### config.mk
export PLATFORM = sky130hd
export DESIGN_NAME = fwd_result_buffer
export DESIGN_NICKNAME = d
export VERILOG_FILES = /design/src/rtl/aqua_pkg.sv /design/src/rtl/fwd_shift_lane.sv /design/src/rtl/fwd_result_buffer.sv
export SDC_FILE = /design/constraint.sdc
export NUM_CORES = 1
export LEC_CHECK = 0
export ABC_AREA = 1
export CAP_MARGIN = 40
export CORE_AREA = 2 2 226 228
export DETAILED_ROUTE_END_ITERATION = 8
export DIE_AREA = 0 0 228 230
export GPL_TIMING_DRIVEN = 0
export HOLD_SLACK_MARGIN = 0.05
export PLACE_DENSITY = 0.59
export SLEW_MARGIN = 20
export SYNTH_ARGS = -nofsm -noshare
export SYNTH_HDL_FRONTEND = slang
export SYNTH_HIERARCHICAL = 1
export SYNTH_SLANG_ARGS = --single-unit
### constraint.sdc
create_clock -name i_clk -period 3.9 [get_ports i_clk]
set_input_delay 0.585 -clock i_clk [delete_from_list [all_inputs] [get_ports i_clk]]
set_output_delay 0.585 -clock i_clk [all_outputs]
set_load 0.01 [all_outputs]
### src/rtl/aqua_pkg.sv
// aqua_pkg: shared result-buffer entry type, forwarding depths and small helpers.
package aqua_pkg;

    typedef struct packed {
        logic        valid;
        logic        wr_en;
        logic [4:0]  rd_buff;
        logic [31:0] data_buff;
    } uv_buff_t;

    localparam int FWD_ALU_DEPTH = 3;
    localparam int FWD_MEM_DEPTH = 2;

    // A stalled write-back port keeps its payload visible but requests nothing.
    function automatic uv_buff_t wb_gate(input uv_buff_t b, input logic stall);
        uv_buff_t r;
        r = b;
        r.valid = b.valid & ~stall;
        r.wr_en = b.wr_en & ~stall;
        return r;
    endfunction

    function automatic logic [1:0] retires(input uv_buff_t b);
        return {1'b0, b.valid & b.wr_en};
    endfunction

endpackage

### src/rtl/fwd_shift_lane.sv
// fwd_shift_lane: DEPTH-slot result shift register with stall hold and stage-1 flush.
module fwd_shift_lane
    import aqua_pkg::*;
#(
    parameter int DEPTH = 3
) (
    input  logic     clk_i,
    input  logic     rst_i,
    input  logic     stall_i,
    input  logic     flush_i,
    input  uv_buff_t in_i,
    output uv_buff_t stage_o [DEPTH]
);

    uv_buff_t q [DEPTH];
    uv_buff_t d [DEPTH];
    uv_buff_t cap;

    // wr_en survives only for a valid entry targeting a real register.
    always_comb begin
        cap = in_i;
        cap.wr_en = in_i.valid & in_i.wr_en & (|in_i.rd_buff);
    end

    // Flush beats stall: stage 1 is cleared even while the rest of the lane holds.
    assign d[0] = flush_i ? '0 : stall_i ? q[0] : cap;

    genvar i;
    for (i = 1; i < DEPTH; i++) begin : g_shift
        assign d[i] = stall_i ? q[i] : q[i-1];
    end

    always_ff @(posedge clk_i or posedge rst_i) begin
        if (rst_i) begin
            for (int k = 0; k < DEPTH; k++) q[k] <= '0;
        end else begin
            q <= d;
        end
    end

    assign stage_o = q;

endmodule

### src/rtl/fwd_result_buffer.sv
// fwd_result_buffer: ALU/BRU/MEM forwarding result pipelines feeding register-file
// write-back, with a running count of retired writes.
module fwd_result_buffer
    import aqua_pkg::*;
(
    input  logic        i_clk,
    input  logic        i_rst,
    input  logic        i_stall,
    input  logic        i_flush,
    input  uv_buff_t    i_alu_res_pkg,
    input  uv_buff_t    i_bru_res_pkg,
    input  uv_buff_t    i_mem_res_pkg,
    output uv_buff_t    o_alu_buff_1_pkg,
    output uv_buff_t    o_alu_buff_2_pkg,
    output uv_buff_t    o_alu_buff_3_pkg,
    output uv_buff_t    o_bru_buff_1_pkg,
    output uv_buff_t    o_bru_buff_2_pkg,
    output uv_buff_t    o_bru_buff_3_pkg,
    output uv_buff_t    o_mem_buff_1_pkg,
    output uv_buff_t    o_mem_buff_2_pkg,
    output uv_buff_t    o_wb_alu_pkg,
    output uv_buff_t    o_wb_bru_pkg,
    output uv_buff_t    o_wb_mem_pkg,
    output logic [31:0] o_retire_cnt
);

    uv_buff_t    alu_s [FWD_ALU_DEPTH];
    uv_buff_t    bru_s [FWD_ALU_DEPTH];
    uv_buff_t    mem_s [FWD_MEM_DEPTH];
    logic [31:0] retire_cnt_q, retire_cnt_d;
    logic [1:0]  retire_n;

    fwd_shift_lane #(.DEPTH(FWD_ALU_DEPTH)) u_alu (
        .clk_i(i_clk), .rst_i(i_rst), .stall_i(i_stall), .flush_i(i_flush),
        .in_i(i_alu_res_pkg), .stage_o(alu_s)
    );

    fwd_shift_lane #(.DEPTH(FWD_ALU_DEPTH)) u_bru (
        .clk_i(i_clk), .rst_i(i_rst), .stall_i(i_stall), .flush_i(i_flush),
        .in_i(i_bru_res_pkg), .stage_o(bru_s)
    );

    fwd_shift_lane #(.DEPTH(FWD_MEM_DEPTH)) u_mem (
        .clk_i(i_clk), .rst_i(i_rst), .stall_i(i_stall), .flush_i(i_flush),
        .in_i(i_mem_res_pkg), .stage_o(mem_s)
    );

    assign o_alu_buff_1_pkg = alu_s[0];
    assign o_alu_buff_2_pkg = alu_s[1];
    assign o_alu_buff_3_pkg = alu_s[2];
    assign o_bru_buff_1_pkg = bru_s[0];
    assign o_bru_buff_2_pkg = bru_s[1];
    assign o_bru_buff_3_pkg = bru_s[2];
    assign o_mem_buff_1_pkg = mem_s[0];
    assign o_mem_buff_2_pkg = mem_s[1];

    assign o_wb_alu_pkg = wb_gate(alu_s[FWD_ALU_DEPTH-1], i_stall);
    assign o_wb_bru_pkg = wb_gate(bru_s[FWD_ALU_DEPTH-1], i_stall);
    assign o_wb_mem_pkg = wb_gate(mem_s[FWD_MEM_DEPTH-1], i_stall);

    assign retire_n = retires(o_wb_alu_pkg) + retires(o_wb_bru_pkg) + retires(o_wb_mem_pkg);
    assign retire_cnt_d = i_stall ? retire_cnt_q : retire_cnt_q + 32'(retire_n);

    always_ff @(posedge i_clk or posedge i_rst) begin
        if (i_rst) retire_cnt_q <= '0;
        else       retire_cnt_q <= retire_cnt_d;
    end

    assign o_retire_cnt = retire_cnt_q;

endmodule

# [Word-level counts from Yosys, hierarchy flattened]
# Index checks and enable logic that the tools add are counted.
# W data, S select, Z words.
[totals] inputBits=121 reg_bits=344 elab_cells=62 output_inout_bits=461
[op_classes] eq_ne=1 n_reduce_logical=3 n_mux=6 bitwise=16 addsub=3
[ops] op="$mux W39" n=6
[ops] op="$add A32 B2 Y32" n=1
[ops] op="$and A1 B1 Y1" n=15
[ops] op="$reduce_or A5 Y1" n=3
[ops] op="$add A1 B1 Y2" n=1
[ops] op="$add A2 B1 Y2" n=1
[ops] op="$ne A2 B1 Y1 const B" n=1
[ops] op="$not A1 Y1" n=1

# [Logic depth before layout (Yosys ltp)]
[depth] ltp_word=6 ltp_mapped=14 ltp_nobuf=14

# [By module]
# Netlist, hierarchy kept.
[by_module_without_submodules] mod="fwd_shift_lane at u_alu ..." cells_per_inst=464 instances=2 area_each_um2=4486.8 seq_area_each_um2=2927.8
[by_module_without_submodules] mod="fwd_shift_lane at u_mem" cells_per_inst=298 instances=1 area_each_um2=3042.9 seq_area_each_um2=1951.9
[by_module_without_submodules] mod="fwd_result_buffer" cells_per_inst=376 instances=1 area_each_um2=2766.4 seq_area_each_um2=800.8

# [Worst setup path before layout]
# OpenSTA, ideal clock, no wires.
[synth_path] path_type="input port to flip-flop" start="input port i_stall" end="register retire_cnt_q[14] (netlist: o_retire_cnt[14])" path_slack_ns=1.084 arrival_time_ns=2.697 cell_stages=12 t_required_ns=3.782 setup_time_ns=0.118 path_buffers=1 path_cell_list="clkbuf_1 nor2_1 nand2_1 fa_1 inv_1 ha_1 fa_1 nand3_2 nor2_4 nand3_2 xor2_1 inv_1"
[synth_rtl] element="start, declared" line_no="fwd_result_buffer.sv:8" text="input logic i_stall,"
[synth_rtl] element="end signal, assigned" line_no="fwd_result_buffer.sv:66" text="else retire_cnt_q <= retire_cnt_d;"
[synth_rtl] element="end, declared" line_no="fwd_result_buffer.sv:30" text="logic [31:0] retire_cnt_q, retire_cnt_d;"

# [Worst setup path after layout]
[layout_path] start="input port i_stall" end="register retire_cnt_q[24] (netlist: o_retire_cnt[24])"
[layout_via] elab_chain_cells=6 word_cells_on_any_way=13 cone_classes="add/sub: 3; bitwise: 10"
[layout_rtl] element="$not A1 Y1" line_no="aqua_pkg.sv:18, aqua_pkg.sv:19"
[layout_rtl] element="$and A1 B1 Y1, on equally long branches" line_no="aqua_pkg.sv:18, aqua_pkg.sv:19"
[layout_rtl] element="$and A1 B1 Y1" line_no="aqua_pkg.sv:24" text="return {1'b0, b.valid & b.wr_en};"
[layout_rtl] element="$add A1 B1 Y2" line_no="fwd_result_buffer.sv:61" text="assign retire_n = retires(o_wb_alu_pkg) + retires(o_wb_bru_pkg) + retires(o_wb_mem_pkg);"
[layout_rtl] element="$add A2 B1 Y2" line_no="fwd_result_buffer.sv:61"
[layout_rtl] element="$add A32 B2 Y32" line_no="fwd_result_buffer.sv:62" text="assign retire_cnt_d = i_stall ? retire_cnt_q : retire_cnt_q + 32'(retire_n);"
# Parallel ways exist; a longest one is shown, timed or not.
# A chain may end at the register's enable or synchronous reset.

==> flow_summary.json <==
{
  "reg_to_reg_end": "o_retire_cnt[24]",
  "net_switching_power_figure_mw": 2.59,
  "ff2ff_path_depth": 12,
  "postSynthNetCount": 1727,
  "gpl.final_weighted_congestion": 0.878,
  "power.leakage_nw": 10.6,
  "worst_skew_pair.late_latency_ps": 560,
  "detailedPlacementHpwl_um": 40800,
  "power.share.combinational_pct": 17.5,
  "initial_utilization_pct": 29.6,
  "critPathLaunch": "i_stall",
  "power.density_nw_per_um2": 427,
  "timing.final.hold_violations": 0,
  "reg2reg_setup_slack_ps": 1150,
  "cellInternalPower_mw": 7.25,
  "clkSinkCount": 344,
  "p_seq_share_pct": 41.0,
  "core_sq_um": 49900,
  "global_route_wire_length_before_repair_um": 80600,
  "tightestPinTransition_ps": 814,
  "routedWlPerCell_um": 18.1,
  "synth.ff_latch_count": 344,
  "tritoncts_buffer_count": 42,
  "power_frac_clock_pct": 41.5,
  "path_max_fanout": 10,
  "synthesis.instances": 1602,
  "root_buffer_cell": "sky130_fd_sc_hd__clkbuf_16",
  "ff_latch_area_sq_um": 8610,
  "timing.final.setup_violations": 0,
  "die_y_um": 230,
  "postSynth.asyncResetShare_pct": 100,
  "finalWorstSetupSlack_ps": 645,
  "maxCapViolations": 0,
  "synthDistinctLibCells": 29,
  "finalNetCount": 2355,
  "grt_max_degree": 83,
  "initialDrtViolationCount": 746,
  "timing.hold.worst.class": "reg -> reg",
  "utilization_after_layout_pct": 46.1,
  "non_filler_instances": 2936,
  "route.detailed.drc": 0,
  "final_layout_size_suffix_gt1_share_pct": 14.6,
  "max_slew_margin_pct": 45.6,
  "status": "completed",
  "critical_path_end_type": "flop",
  "grt_overflow": 0,
  "area_delta_synth_final_pct": 55.6,
  "synth.yosys.seq_area_share_pct": 58.2,
  "clk_transition_reported_paths_ps": 60,
  "synth_edf_count": 0,
  "cp_data_arrival_time_ps": 3700,
  "multiInputGateArea_sq_um": 4230,
  "power.ir.vdd_worst_v": 0.000381,
  "finalCriticalPeriod_ps": 3260,
  "dominantRegCellSynth": "sky130_fd_sc_hd__dfrtp_1",
  "final.hold.worst_slack_ps": 494,
  "final.period_utilization_pct": 83.5,
  "vias": 12800,
  "critical_path.reg2reg.startpoint": "u_alu/stage_o[38]",
  "io_buffers": 581,
  "fillCellCount": 4834,
  "core.rowCount": 82,
  "stdcell_area_sq_um": 23000,
  "grt_setup_unrepaired": "no",
  "ctsLongestPathBuffers": 3,
  "floorplan.die_area_sq_um": 52400,
  "io_pins": 582,
  "achievable-frequency_mhz": 307,
  "antenna_found_initial": 4,
  "timing.critical_path.required_ps": 4340,
  "final_antenna_net_count": 0,
  "setup_skew_ps": 12.8,
  "timing.critical_path.to": "o_retire_cnt[24]",
  "die-width_um": 228,
  "critPathLaunchType": "input port",
  "grt_pass1_vias": 13000,
  "place_ws_ps": -689,
  "globalRouteTotalUtil_pct": 19.9,
  "criticalPathCategory": "in -> reg",
  "drt-vias-per-instance": 4.37,
  "place_area_sq_um": 21500,
  "report.final.slew_viol_count": 0,
  "wirelength_um": 53100,
  "syn-mean-instance-area_sq_um": 9.23,
  "detail_route.first_pass.iterations": 5,
  "syn_area_sq_um": 14800,
  "switching_share_pct": 26.3,
  "tritoncts": "built",
  "htree_levels": 2,
  "ctsHoldBuffers": 0,
  "synth_warnings": 6,
  "cts_setup_buffers": 0,
  "dp_cells": 2858
}
==> power by group through the flow <==
stage	clock network, mW	registers, mW	logic (mW)
finish	4.08	4.03	1.72
floorplan	0	4.15	0.584
global route	4.33	4.07	1.85
CTS	4.19	4.04	1.75
global placement	0	4.09	1.72
detailed placement	0	4.10	1.74
==> Yosys cell counts (6+ instances only) <==
library cell | number | area, sq um
sky130_fd_sc_hd__inv_1 | 172 | 646
sky130_fd_sc_hd__nand3b_1 | 10 | 75.1
sky130_fd_sc_hd__nand3_2 | 6 | 60.1
sky130_fd_sc_hd__buf_6 | 16 | 180
sky130_fd_sc_hd__nand3_1 | 14 | 70.1
sky130_fd_sc_hd__clkbuf_1 | 9 | 33.8
sky130_fd_sc_hd__o21ai_0 | 173 | 866
sky130_fd_sc_hd__nand2_1 | 549 | 2060
sky130_fd_sc_hd__nor2_1 | 47 | 176
sky130_fd_sc_hd__nand4_1 | 6 | 37.5
sky130_fd_sc_hd__nor2_2 | 6 | 37.5
sky130_fd_sc_hd__o21ai_2 | 61 | 534
sky130_fd_sc_hd__xor2_1 | 6 | 52.6
sky130_fd_sc_hd__dfrtp_1 | 344 | 8610
sky130_fd_sc_hd__xnor2_1 | 9 | 78.8
sky130_fd_sc_hd__buf_4 | 121 | 908
sky130_fd_sc_hd__buf_2 | 25 | 125
==> worst min-delay path by stage <==
stage,start,end,slack [ps],cells past startpoint
floorplan,o_retire_cnt[30],o_retire_cnt[30],520,2
global placement,u_alu/stage_o[60],u_alu/stage_o[21],480,2
detailed placement,u_alu/stage_o[59],u_alu/stage_o[20],480,2
CTS,u_alu/stage_o[64],u_alu/stage_o[25],500,2
global route,u_bru/stage_o[67],u_bru/stage_o[28],520,2
finish,u_alu/stage_o[64],u_alu/stage_o[25],490,2
==> registers in the layout, indices dropped and copies added, names as in the netlist <==
signal / cells
u_alu/stage_o: 117
u_bru/stage_o: 117
u_mem/stage_o: 78
o_retire_cnt: 32
==> what timing repair did <==
| action | in CTS | in global routing |
|---|---|---|
| endpoints found under the hold margin | 0 | 0 |
| resized for setup | 1 | 1 |
| setup endpoints to repair | 4 | 3 |
==> kinds of logic after synthesis <==
| group | after synthesis | share of synthesized area, % |
|---|---|---|
| xor+xnor | 15 | 0.889 |
| flops | 344 | 58.2 |
| compound gates | 237 | 9.59 |
| buf+inv | 352 | 13.2 |
| fa+ha+maj | 4 | 0.440 |
| simple gates | 649 | 17.6 |
| mux | 1 | 0.0762 |
==> cell usage in the layout (no fill, tap or decap), types with 7 or more instances in the layout <==
cell type and count:
sky130_fd_sc_hd__buf_2 25, sky130_fd_sc_hd__buf_4 121, sky130_fd_sc_hd__buf_6 16, sky130_fd_sc_hd__clkbuf_1 12
sky130_fd_sc_hd__clkbuf_16 43, sky130_fd_sc_hd__clkbuf_8 7, sky130_fd_sc_hd__clkdlybuf4s50_1 580, sky130_fd_sc_hd__clkinvlp_4 9
sky130_fd_sc_hd__dfrtp_1 344, sky130_fd_sc_hd__inv_1 168, sky130_fd_sc_hd__nand2_1 549, sky130_fd_sc_hd__nand3_1 14
sky130_fd_sc_hd__nand3b_1 10, sky130_fd_sc_hd__nor2_1 47, sky130_fd_sc_hd__o21ai_0 173, sky130_fd_sc_hd__o21ai_2 61
sky130_fd_sc_hd__xnor2_1 9
==> layer usage <==
layer / global-route usage, % / part of all wire, % / vias to the layer above
met5: 0 / 0.030 / -
met4: 6.68 / 2.7 / 2
met3: 4.53 / 6.3 / 76
met2: 34.4 / 50 / 446
met1: 24.4 / 41 / 6203
li1: - / - / 6096
==> layout make-up <==
type / instances / area share, %
clock inverters: 21 / 1.20
inverters: 173 / 2.88
repair buffers: 584 / 25.6
clock buffers: 54 / 5.16
plain buffers: 179 / 5.64
flip-flops and latches: 344 / 37.4
diodes: 3 / 0.0326
well taps: 672 / 3.65
multi-input cells: 906 / 18.4
==> per-stage QoR <==
| stage | total power, mW | TNS [ps] |
|---|---|---|
| 2_1_floorplan | 4.73 | 0 |
| 3_3_place_gp | 5.81 | -430320 |
| 3_5_place_dp | 5.84 | -11380 |
| 4_1_cts | 9.97 | 0 |
| 5_1_grt | 10.2 | 0 |
| 6_report | 9.84 | 0 |
==> worst max-delay path, stage by stage <==
cell and delay, ps:
sky130_fd_sc_hd__dlymetal6s2s_1 570, sky130_fd_sc_hd__clkbuf_2 450, sky130_fd_sc_hd__nor2_1 120, sky130_fd_sc_hd__nand2_1 150
sky130_fd_sc_hd__fa_1 420, sky130_fd_sc_hd__inv_1 70, sky130_fd_sc_hd__ha_1 190, sky130_fd_sc_hd__fa_1 240
sky130_fd_sc_hd__nand3_2 130, sky130_fd_sc_hd__nor3_1 460, sky130_fd_sc_hd__nand4_1 150, sky130_fd_sc_hd__nand2_1 90
sky130_fd_sc_hd__nand2_1 50
No activity file was read; power rests on OpenSTA's default activity.
